--- config.mk ---
export PLATFORM = sky130hd
export DESIGN_NAME = blit_scheduler
export DESIGN_NICKNAME = d
export VERILOG_FILES = /design/src/rtl/blit_scheduler.sv
export SDC_FILE = /design/constraint.sdc
export NUM_CORES = 1
export LEC_CHECK = 0
export ABC_AREA = 1
export BUFFER_PORTS_ARGS = -buffer_cell sky130_fd_sc_hd__buf_2
export CORE_MARGIN = 8
export CORE_UTILIZATION = 46
export CTS_CLUSTER_DIAMETER = 80
export DETAILED_ROUTE_END_ITERATION = 12
export PLACE_DENSITY = 0.7
export SYNTH_ARGS = -nofsm -noshare
export SYNTH_HDL_FRONTEND = slang
export SYNTH_SLANG_ARGS = --single-unit
--- constraint.sdc ---
create_clock -name clk -period 3.6 [get_ports clk]
set_input_delay 0.72 -clock clk [delete_from_list [all_inputs] [get_ports clk]]
set_output_delay 0.72 -clock clk [all_outputs]
set_load 0.05 [all_outputs]
--- src/rtl/blit_scheduler.sv ---
// blit_scheduler: queues CPU blit commands and issues them one at a time to the blitter.
//   clk, reset_n          : clock, synchronous active-low reset
//   cmd_valid/cmd_ready   : command push handshake; cmd_op/src/height/x/y are the operands
//   cmd_sync              : hold the command until vertical blanking
//   cmd_flush             : drop every queued, not-yet-issued command
//   vblank                : vertical blanking level from video
//   blt_*                 : operand/enable outputs to the blitter, ready/collision back from it
//   collision, done, idle : last sprite collision result, completion pulse, scheduler empty
module blit_scheduler #(
    parameter int         DEPTH             = 4,
    parameter logic [2:0] BLIT_OP_SPRITE    = 3'd1,
    parameter logic [2:0] BLIT_OP_SPRITE_16 = 3'd2
) (
    input  logic        clk,
    input  logic        reset_n,
    input  logic        cmd_valid,
    output logic        cmd_ready,
    input  logic [2:0]  cmd_op,
    input  logic [11:0] cmd_src,
    input  logic [3:0]  cmd_height,
    input  logic [6:0]  cmd_x,
    input  logic [5:0]  cmd_y,
    input  logic        cmd_sync,
    input  logic        cmd_flush,
    input  logic        vblank,
    output logic [2:0]  blt_operation,
    output logic [11:0] blt_src,
    output logic [3:0]  blt_height,
    output logic [6:0]  blt_destX,
    output logic [5:0]  blt_destY,
    output logic        blt_enable,
    input  logic        blt_ready,
    input  logic        blt_collision,
    output logic        collision,
    output logic        done,
    output logic        idle
);
    localparam int AW = $clog2(DEPTH);
    localparam int CW = $clog2(DEPTH + 1);
    typedef enum logic [2:0] {IDLE, WAIT_SYNC, START, BUSY, RELEASE} state_t;
    state_t        state_q, state_d;
    logic [32:0]   mem_q [DEPTH];
    logic [32:0]   head;
    logic [AW-1:0] wr_q, rd_q;
    logic [CW-1:0] count_q, count_d;
    logic [31:0]   hold_q;
    logic          ready_q, coll_q, push, pop, sprite;
    assign head = mem_q[rd_q];
    // A flush wins over both ends of the queue: the same-cycle push is dropped and nothing is popped.
    assign push = cmd_valid && ready_q && !cmd_flush;
    assign pop = state_q == IDLE && count_q != '0 && blt_ready && !cmd_flush;
    assign count_d = cmd_flush ? '0 : count_q + CW'(push) - CW'(pop);
    assign sprite = hold_q[31:29] == BLIT_OP_SPRITE || hold_q[31:29] == BLIT_OP_SPRITE_16;
    always_ff @(posedge clk) begin
        if (!reset_n) state_q <= IDLE;
        else state_q <= state_d;
    end
    always_comb begin
        state_d = state_q;
        case (state_q)
            IDLE:      state_d = pop ? (head[0] ? WAIT_SYNC : START) : IDLE;
            WAIT_SYNC: state_d = vblank ? START : WAIT_SYNC;
            START:     state_d = blt_ready ? START : BUSY;
            BUSY:      state_d = blt_ready ? RELEASE : BUSY;
            default:   state_d = IDLE;
        endcase
    end
    // Control outputs are forced low while reset is held, even before the first reset edge.
    always_comb begin
        blt_enable = reset_n && (state_q == START || state_q == BUSY);
        done = reset_n && state_q == BUSY && blt_ready;
        idle = state_q == IDLE && count_q == '0;
        cmd_ready = reset_n && ready_q;
        collision = reset_n && coll_q;
        {blt_operation, blt_src, blt_height, blt_destX, blt_destY} = hold_q;
    end
    always_ff @(posedge clk) begin
        if (push) mem_q[wr_q] <= {cmd_op, cmd_src, cmd_height, cmd_x, cmd_y, cmd_sync};
    end
    always_ff @(posedge clk) begin
        if (!reset_n) begin
            wr_q <= '0;
            rd_q <= '0;
            count_q <= '0;
            ready_q <= 1'b0;
            coll_q <= 1'b0;
            hold_q <= '0;
        end else begin
            count_q <= count_d;
            ready_q <= count_d != CW'(DEPTH);
            wr_q <= wr_q + AW'(push);
            rd_q <= cmd_flush ? wr_q : rd_q + AW'(pop);
            if (pop) hold_q <= head[32:1];
            if (state_q == BUSY && blt_ready && sprite) coll_q <= blt_collision;
        end
    end
endmodule

==> Flow_metrics.wiki <==
{| class="wikitable"
! Metric !! Value
|-
| Maximum vdd ir drop || 0.388 mV
|-
| Crit-path max cell delay || 0.31 ns
|-
| Final net count || 808
|-
| Setup Skew || 0.00646 ns
|-
| Row count || 45
|-
| H-Tree Depth || 4
|-
| Worst reg2reg path depth || 14
|-
| Aggregate global routing overflow || 0
|-
| Static leakage power || 0.00343 uW
|-
| Post-synthesis share of cell area spent on xor and xnor gates || 0.248%
|-
| CTS Buffer Depth || 2
|-
| Crit path max fanout || 18
|-
| First-pass GRT wire length || 22000 um
|-
| Hold Crit Depth || 2
|-
| Antenna violations before repair || 4
|-
| Number of detailed-route iterations in the first pass || 5
|-
| Required time of the worst setup path || 2.88 ns
|-
| Worst min-delay path endpoint || coll_q
|-
| Count of cells resized by post-cts repair || 0
|-
| Total net switching power || 886 uW
|-
| Number of buffers created by CTS || 17
|-
| Top library cells by usage in the layout, fill and taps aside || 201 x sky130_fd_sc_hd__nor2_1, 132 x sky130_fd_sc_hd__edfxtp_1, 126 x sky130_fd_sc_hd__nand2_1, 76 x sky130_fd_sc_hd__buf_2, 55 x sky130_fd_sc_hd__inv_1
|-
| Min-Delay Startpoint || coll_q
|-
| Area enclosed by the die boundary || 19600 um2
|-
| Compound-gate portion of the synthesized area || 5.18%
|-
| Int Power || 3520 uW
|-
| CP endpoint kind || output pin
|-
| Vias in the first global route || 4483
|-
| Final Hold Slack || 0.468 ns
|-
| # Max-Cap Violations || 0
|-
| Post-layout util || 54.3%
|-
| Port Buffers || 76
|-
| Cell-by-cell listing of the critical path || buf_2 > inv_1 > nor3_1 > buf_2
|-
| Horizontal die dimension || 140 um
|-
| Final Cycle Share || 70.4%
|-
| Setup repair after global routing missed its margin || no
|-
| Io pins || 77
|-
| Final critical-path required period || 2.53 ns
|-
| Total power after layout || 4400 uW
|-
| Setup fix buffers added after clock tree synthesis || 0
|-
| Register clock-pin slew on the reported worst setup and hold paths || 0.06 ns
|-
| Sw Share || 20.1%
|-
| Syn Std Cell Area || 7060 um2
|-
| Worst slew pin tran || 1.11 ns
|-
| Crit-path most repeated cell || sky130_fd_sc_hd__buf_2
|-
| Part of the power in registers || 50.3%
|-
| Global Route Usage Sum || 14.5%
|-
| Maximum number of pins on one net before global-route repair || 68
|-
| Post-synthesis share of cell area spent on and, or, nand and nor gates || 19.2%
|-
| ANT nets after route || 0
|-
| Path class of the lowest-slack min-delay path || reg2reg
|-
| Worst R2R End || ready_q
|-
| Proportion of synthesized area in mux cells || 0%
|-
| Worst slew margin relative to its limit || 25.8%
|-
| Combinational power share || 5.5%
|-
| Total clock sinks || 176
|-
| Number of buffers inserted by hold repair at cts || 0
|-
| Number of unique standard cell types used by synthesis || 23
|-
| Share of cells above drive strength 1 || 15.7%
|-
| Post-Route WL || 13600 um
|-
| TritonCTS clock tree || yes
|-
| Commonest non-fill, non-tap cell in the layout || sky130_fd_sc_hd__nor2_1
|-
| Cell at the slowest stage of the critical path || sky130_fd_sc_hd__buf_2
|-
| Gate count after technology mapping || 693
|-
| Yosys Warn Count || 0
|-
| Worst Setup Start Kind || input port
|-
| Post-synthesis to final-layout area growth || 16.1%
|-
| Residual DRC count || 0
|-
| Main combinational cell family by area after synthesis || simple AND/OR/NAND/NOR gates
|-
| Sequential-to-total area share from yosys stat || 68.6%
|-
| Post-route design area || 8200 um2
|-
| Cell area after placement || 7560 um2
|-
| Synth Area per Inst || 10.2 um2
|-
| Setup slack, reg-to-reg || 1.22 ns
|-
| Net Count, Synth || 738
|-
| Drt initial violations || 259
|-
| Maximum frequency from static timing analysis || 395 MHz
|-
| Die H || 140 um
|-
| Launch instance of the worst register-to-register path || count_q[1]
|-
| PD cells || 537 nW/um2
|-
| Synth Area in Adders || 0.993%
|-
| Kind of critical path || in2out
|-
| Part of the power in the clock network || 44.2%
|-
| Max Slew Vio Count || 0
|-
| Per-cell routed wire length || 14.1 um
|-
| Routability congestion estimate from global placement || 0.742
|-
| Hold Fails Final Rpt || 0
|-
| Placed wire-length estimate || 7700 um
|-
| Core Box Area || 15100 um2
|-
| Detail-routed via count per cell || 4.84
|-
| Total via count in the routed design || 4667
|-
| Buffer cell driving the clock tree root || sky130_fd_sc_hd__clkbuf_16
|-
| Status || completed
|-
| Setup violation total in the final timing report || 0
|-
| Register bit count reported by yosys || 176
|-
| Effective utilization at floorplan || 46.8%
|-
| Worst-Skew Late Latency || 0.42 ns
|-
| Crit path DAT || 1.81 ns
|}
flip-flops by register name, indices dropped and copies added (netlist names):
register,cells
mem_q,132
hold_q,32
count_q,3
state_q,3
rd_q,2
wr_q,2
coll_q,1
ready_q,1
power by group through the flow:
stage | combinational (uW) | sequential [uW] | clock [uW]
global route | 274 | 2220 | 2050
finish | 241 | 2210 | 1950
global placement | 238 | 2260 | 0
CTS | 244 | 2210 | 1980
floorplan | 145 | 2280 | 0
detailed placement | 242 | 2260 | 0
critical path: cells and delay by family:
kind	cells	cell delay [ns]
simple gates	1	0.22
buf+inv	3	0.87
final cells by class:
type                            instances  area, um2
Fill cell                            1302       6890
Sequential cell                       176       4850
Multi-Input combinational cell        428       1830
Clock buffer                           20        447
Timing Repair Buffer                   83        433
Tap cell                              188        235
Inverter                               57        214
Clock inverter                         12        189
Antenna cell                            1       2.50
routing by layer:
layer | vias up | track usage, % | wire (um)
li1 | 2387 | - | -
met1 | 2161 | 16.3 | 5810
met2 | 92 | 24.7 | 6740
met3 | 21 | 5.06 | 797
met4 | 6 | 5.89 | 193
met5 | - | 0 | 34
worst max-delay path by stage:
stage	startpoint	end	depth (start not counted)
6_report	reset_n	done	4
5_1_grt	reset_n	done	4
4_1_cts	reset_n	done	4
3_5_place_dp	cmd_flush	ready_q	13
3_3_place_gp	cmd_flush	ready_q	14
2_1_floorplan	cmd_flush	mem_q[0][0]	3
Yosys cell counts, drive strengths merged:
| master | number | area (um2) |
|---|---|---|
| a21oi | 5 | 25.0 |
| buf | 26 | 169 |
| clkbuf | 6 | 22.5 |
| dfxtp | 44 | 881 |
| edfxtp | 132 | 3960 |
| fa | 1 | 20.0 |
| ha | 4 | 50.1 |
| inv | 57 | 214 |
| nand2 | 126 | 473 |
| nand3 | 8 | 40.0 |
| nand4 | 3 | 33.8 |
| nor2 | 203 | 767 |
| nor3 | 7 | 35.0 |
| nor4 | 1 | 6.26 |
| o21ai | 68 | 340 |
| xnor2 | 1 | 8.76 |
| xor2 | 1 | 8.76 |
stage by stage:
stage	setup slack [ns]	setup TNS, ns	instances
after floorplan	-0.143	-18.83	693
after global placement	0.798	0	932
after detailed placement	0.747	0	932
after CTS	1.03	0	964
after global routing	0.947	0	965
final	1.07	0	965
kinds of logic (layout without fill, tap and decap cells):
kind of cell | after synthesis | after routing
AOI/OAI and AO/OA | 73 | 73
xor gates and xnor gates | 2 | 2
adders and majority gates | 5 | 5
and+or+nand+nor | 348 | 348
other | 0 | 1
DFF | 176 | 176
buffers and inverters | 89 | 172
No activity file was read; power rests on OpenSTA's default activity.
